File: config.mk
export PLATFORM = sky130hd
export DESIGN_NAME = shift_latch_reg
export DESIGN_NICKNAME = d
export VERILOG_FILES = /design/src/rtl/shift_latch_reg.sv
export SDC_FILE = /design/constraint.sdc
export NUM_CORES = 1
export LEC_CHECK = 0
export CAP_MARGIN = 25
export CELL_PAD_IN_SITES_DETAIL_PLACEMENT = 0
export CELL_PAD_IN_SITES_GLOBAL_PLACEMENT = 1
export CORE_UTILIZATION = 38
export DETAILED_ROUTE_END_ITERATION = 7
export PLACE_DENSITY_LB_ADDON = 0.3
export SYNTH_ARGS = -nofsm -noshare
export SYNTH_HDL_FRONTEND = slang
export SYNTH_SLANG_ARGS = --single-unit
File: constraint.sdc
create_clock -name clk -period 1.5 [get_ports clk]
set_input_delay 0.225 -clock clk [delete_from_list [all_inputs] [get_ports clk]]
set_output_delay 0.225 -clock clk [all_outputs]
set_load 0.005 [all_outputs]
File: src/rtl/shift_latch_reg.sv
`default_nettype none
// ============================================================================
// Module   : shift_latch_reg
// Brief    : Serial-in / parallel-out shift register with storage latch,
//            selectable bit order, cascadable stages, frame bit counter,
//            frame-done pulse and optional automatic latch at end of frame.
// Revision : 1.0 - initial release
// ============================================================================
module shift_latch_reg #(
    parameter int WIDTH      = 8,
    parameter int STAGES     = 1,
    parameter int LSB_FIRST  = 0,
    parameter int AUTO_LATCH = 0
) (
    input  logic                                  clk,
    input  logic                                  rst_n,
    input  logic                                  ser,
    input  logic                                  shift_en,
    input  logic                                  latch,
    input  logic                                  sclr,
    input  logic                                  oe_n,
    output logic [WIDTH*STAGES-1:0]               q,
    output logic                                  ser_out,
    output logic [$clog2(WIDTH*STAGES+1)-1:0]     bit_cnt,
    output logic                                  frame_done
);

    localparam int N  = WIDTH * STAGES;
    localparam int CW = $clog2(N + 1);

    localparam logic [CW-1:0] C_LAST = CW'(N - 1);
    localparam logic [CW-1:0] C_ONE  = CW'(1);

    logic [N-1:0]  r_sr;
    logic [N-1:0]  r_st;
    logic [CW-1:0] r_bit_cnt;
    logic          r_frame_done;

    logic [N-1:0]  w_sr_next;
    logic          w_shift;
    logic          w_wrap;

    // Direction of travel through the register is fixed at elaboration time.
    generate
        if (LSB_FIRST != 0) begin : g_lsb_first
            assign w_sr_next = {ser, r_sr[N-1:1]};
            assign ser_out   = r_sr[0];
        end else begin : g_msb_first
            assign w_sr_next = {r_sr[N-2:0], ser};
            assign ser_out   = r_sr[N-1];
        end
    endgenerate

    // Clear beats shift, so a cleared cycle never counts as a shift.
    assign w_shift = shift_en & ~sclr;
    assign w_wrap  = w_shift & (r_bit_cnt == C_LAST);

    // Shift register: synchronous clear has priority over shifting.
    always_ff @(posedge clk or negedge rst_n) begin
        if (!rst_n) begin
            r_sr <= '0;
        end else if (sclr) begin
            r_sr <= '0;
        end else if (shift_en) begin
            r_sr <= w_sr_next;
        end
    end

    // Frame bit counter wraps modulo N; the wrap raises a one-cycle done pulse.
    always_ff @(posedge clk or negedge rst_n) begin
        if (!rst_n) begin
            r_bit_cnt    <= '0;
            r_frame_done <= 1'b0;
        end else begin
            r_frame_done <= w_wrap;
            if (sclr) begin
                r_bit_cnt <= '0;
            end else if (shift_en) begin
                r_bit_cnt <= w_wrap ? '0 : (r_bit_cnt + C_ONE);
            end
        end
    end

    // Storage register: auto latch captures the completed frame (post-shift)
    // and overrides a manual latch, which captures the pre-edge contents.
    always_ff @(posedge clk or negedge rst_n) begin
        if (!rst_n) begin
            r_st <= '0;
        end else if ((AUTO_LATCH != 0) && w_wrap) begin
            r_st <= w_sr_next;
        end else if (latch) begin
            r_st <= r_sr;
        end
    end

    assign q          = oe_n ? '0 : r_st;
    assign bit_cnt    = r_bit_cnt;
    assign frame_done = r_frame_done;

endmodule
`default_nettype wire
After elaboration in Yosys (flattened, before gate mapping)
Index checks and enable logic that the tools add are counted.
- register bits after elaboration: 21
- input bits: 7
- output and inout port bits: 14
- logic and storage cells: 16
- add/subtract/negate cells: 1
- eq/ne operators: 1
- multiplexer cells: 6
- bitwise gates (word level): 3
- reduce and logical (&&, ||, !) cells: 1
- operator list (operator ; number):
    $mux 8 ; 3
    $mux 4 ; 3
    $add 4x1->4 const B ; 1
    $eq 4x3->1 const B ; 1
    $and 1x1->1 ; 2
    $reduce_bool 2->1 ; 1
    $not 1->1 ; 1

Longest topological paths before layout
- word-level depth: 6
- depth in mapped cells: 4
- depth with buffers taken out: 3

Least setup slack after synthesis
OpenSTA, ideal clock, no wires.
- kind: flip-flop to flip-flop
- from: register r_bit_cnt[0] (netlist: bit_cnt[0])
- to: register r_bit_cnt[3] (netlist: bit_cnt[3])
- library setup time: 0.125 ns
- data arrival time: 0.938 ns
- data required time: 1.375 ns
- path slack: 0.437 ns
- stages on the path, launching flop included: 4
- path buffers: 0
- clock period less this slack: 1.063 ns
- path through: dfrtp_1 -> ha_1 -> nor3_1 -> mux2_4
- word-level cells in the longest chain between the ends: 5
- elaborated cells on any way between the ends: 6
- those cells by class: add/sub: 1; eq/ne: 1; mux: 3; bitwise: 1
- RTL lines (element ; RTL line ; RTL):
    start, declared ; 36 ; logic [CW-1:0] r_bit_cnt;
    start signal, assigned ; 79 ; r_bit_cnt <= w_wrap ? '0 : (r_bit_cnt + C_ONE);
    parallel branches: the longest is 2 deep, another holds $add 4x1->4 ; -- ;
    $mux 4 (*) ; 79 ;
    $mux 4 (*) ; 78 ; end else if (shift_en) begin
    $mux 4 (*) ; 76 ; if (sclr) begin
Every way passes the cells marked *. The select of a mux whose other input is x is not followed.
A chain may end at the register's enable or synchronous reset.

Worst setup path in the final report
- from: register r_bit_cnt[3] (netlist: bit_cnt[3])
- to: output port bit_cnt[3]
- RTL lines (element ; RTL line ; RTL):
    end, declared ; 24 ; output logic [$clog2(WIDTH*STAGES+1)-1:0] bit_cnt,
No word-level cell between the ends.

==> results.sh <==
export IMPL_clkTransAtPathRegs_ns=0.11
export IMPL_wl_per_cell_um=13.5
export IMPL_grt_max_degree=22
export IMPL_rsz0062_at_grt="false"
export IMPL_vias_per_cell=5.02
export IMPL_yosysMostFrequentCell="dfrtp_1"
export IMPL_crit_type="reg -> out"
export IMPL_cp_cell_sequence="clkdlybuf4s50_1"
export IMPL_die_h_um=51.7
export IMPL_setup_violations=0
export IMPL_reg2reg_depth=4
export IMPL_num_rows=17
export IMPL_vias=658
export IMPL_numCtsBuffers=3
export IMPL_finalMaxSlewViolations=0
export IMPL_r2r_end="bit_cnt[2]"
export IMPL_netSwitchingPower_uw=219
export IMPL_n_fill_cell=229
export IMPL_cts_buffer_depth=2
export IMPL_period_needed_ns=1.45
export IMPL_syn_area_per_cell_sq_um=13.0
export IMPL_io_buffers=20
export IMPL_antenna_found_initial=0
export IMPL_grt_util_met3_pct=2.63
export IMPL_yosys_top_cells_area="dfrtp_1 56%, mux2i_1 9.6%, mux2_2 9.6%, nor2b_1 6.0%, nor2_1 4.0%"
export IMPL_power_frac_clock_pct=26.9
export IMPL_use_met1_pct=17.9
export IMPL_worstPathBufferInverterCount=1
export IMPL_synthArstFlopShare_pct=100
export IMPL_critical_path_top_delay_family="buffers and inverters"
export IMPL_fin_skew_ns=0.000851
export IMPL_max_stage_delay_ns=0.52
export IMPL_track_usage_pct=14.9
export IMPL_hold_viol=0
export IMPL_power_per_cell_area_mw_per_mm2=772
export IMPL_wirelength_um=1760
export IMPL_dp_cells=122
export IMPL_grt_pass1_vias=662
export IMPL_end_kind="output port"
export IMPL_drt_iter0_drc=2
export IMPL_slew_headroom_pct=78.8
export IMPL_final_cells=131
export IMPL_synth_edf_count=0
export IMPL_p_leak_uw=0.000654
export IMPL_final_util_pct=54.9
export IMPL_post_route_period_util_pct=96.4
export IMPL_dieArea_sq_mm=0.00267
export IMPL_clockRootBuffer="clkbuf_4"
export IMPL_first_pass_iters=4
export IMPL_drive_above_1_share_pct=26.2
export IMPL_fin_nets=112
export IMPL_start_util_pct=41.2
export IMPL_overflow=0
export IMPL_crit_fanout=4
export IMPL_core_area_sq_mm=0.00228
export IMPL_htree_levels=1
export IMPL_grt_first_pass_wirelength_um=2900
export IMPL_yosys_area_top_type="dfrtp_1"
export IMPL_dpl_hpwl_um=1210
export IMPL_power_frac_comb_pct=12.4
export IMPL_grtUsageMet2_pct=26.6
export IMPL_max_freq_ghz=0.692
export IMPL_drc_errors=0
export IMPL_cp_required_ns=1.27
export IMPL_slowest_stage="clkdlybuf4s50_1"
export IMPL_io_pins=21
export IMPL_worst_pin_slew_ns=0.318
export IMPL_swShare_pct=22.7
export IMPL_synth_nets=80
export IMPL_timing_rr_start="bit_cnt[0]"
export IMPL_status="finished clean"
export IMPL_max_cap_viol_count=0
export IMPL_cts_num_sinks=21
export IMPL_busiest_layer="met2"
export IMPL_gp_congestion=0.683
export IMPL_cts_hold_buf=0
export IMPL_power_frac_seq_pct=60.7
export IMPL_diodes=0
export IMPL_die_x_um=51.7
export IMPL_synth_cell_types=18
export IMPL_synth_area_sq_um=938
export IMPL_ant_nets=0
export IMPL_intPower_uw=747
export IMPL_ys_seq_area_share_pct=56.0
export IMPL_startpoint_type="register"
export IMPL_synth_cells_most_frequent="21 x dfrtp_1, 10 x nor2_1, 9 x mux2i_1, 9 x nor2b_1, 8 x mux2_2"
export IMPL_synth_ff_latch_count=21
export IMPL_area_growth_pct=33.2
export IMPL_clock_latency_ns=0.29
export IMPL_ir_drop_uv=474
export IMPL_synth_top_cell_area_share_pct=56.0
export IMPL_rrSetupSlack_ns=0.26
export IMPL_cts_tree="done"
export IMPL_synth_cells=72
export IMPL_min_path_type="in -> async"
export IMPL_yosys_warnings=0
export IMPL_synth_ff_type="dfrtp_1"
export IMPL_critical_path_arrival_ns=1.22
==> power by group through the flow <==
stage | Sequential, uW | Combinational [uW] | Clock [uW]
final | 585 | 120 | 260
after CTS | 587 | 116 | 276
after detailed placement | 600 | 112 | 0
after global routing | 587 | 131 | 299
after global placement | 599 | 109 | 0
after floorplan | 598 | 50.7 | 0
==> cells by family after synthesis <==
kind of cell	count (synthesis)	share of synthesized area [%]
flip-flops	21	56.0
buffers and inverters	4	3.87
multiplexers	18	20.8
adder cells (fa/ha/maj)	1	1.33
AND/OR/NAND/NOR	25	15.5
AO/OA/AOI/OAI	3	2.53
==> routing by layer <==
layer | part of all wire, % | vias to the layer above
li1 | - | 309
met1 | 44 | 334
met2 | 51 | 13
met3 | 4.1 | 2
met4 | 0.57 | 0
met5 | 0 | -
==> stage by stage <==
step	instance area (sq um)	setup WS (ns)	setup TNS, ns	total power, uW	hold slack, ns
2_1_floorplan	938	0.437	0	649	-0.0706
3_3_place_gp	1190	-0.205	-1.58	708	0.483
3_5_place_dp	1190	-0.223	-1.60	712	0.488
4_1_cts	1230	0.0104	0	979	0.264
5_1_grt	1250	0.00276	0	1020	0.264
6_report	1250	0.0546	0	965	0.263
==> what timing repair did <==
action / in CTS / in global routing
cloned: 0 / 0
gates resized for setup: 10 / 0
buffers inserted: 2 / 3
endpoints found under the setup margin: 9 / 2
==> worst max path at each step <==
stage	endpoint	slack [ns]	from	depth (start not counted)
CTS	bit_cnt[2]	0.01	bit_cnt[2]	1
floorplan	bit_cnt[3]	0.44	bit_cnt[0]	3
detailed placement	q[1]	-0.22	oe_n	3
global placement	q[2]	-0.20	oe_n	3
global route	bit_cnt[3]	0.003	bit_cnt[3]	1
finish	bit_cnt[3]	0.05	bit_cnt[3]	1
==> state kept, by name, indices dropped and copies added (netlist names) <==
register    flops
r_sr            8
r_st            8
bit_cnt         4
frame_done      1
==> cell type report <==
class                           instances  area, sq um  share of cell area, %
Tap cell                               28         35.0                   2.80
Multi-Input combinational cell         47          379                   30.3
Timing Repair Buffer                   31          284                   22.7
Sequential cell                        21          526                   42.0
Clock buffer                            4         26.3                   2.10
==> cells in the final DEF (no fill, tap or decap), drive strengths merged <==
| cell type | count |
|---|---|
| mux2 | 9 |
| clkbuf | 4 |
| mux2i | 9 |
| nor3b | 2 |
| a21bo | 1 |
| nor2 | 10 |
| a22o | 1 |
| nand4 | 1 |
| ha | 1 |
| nor2b | 9 |
| dfrtp | 21 |
| a21oi | 1 |
| clkdlybuf4s50 | 11 |
| nand3b | 2 |
| nor3 | 1 |
| buf | 11 |
| dlygate4sd2 | 9 |
Note: power is estimated with default switching activity, not from simulation.
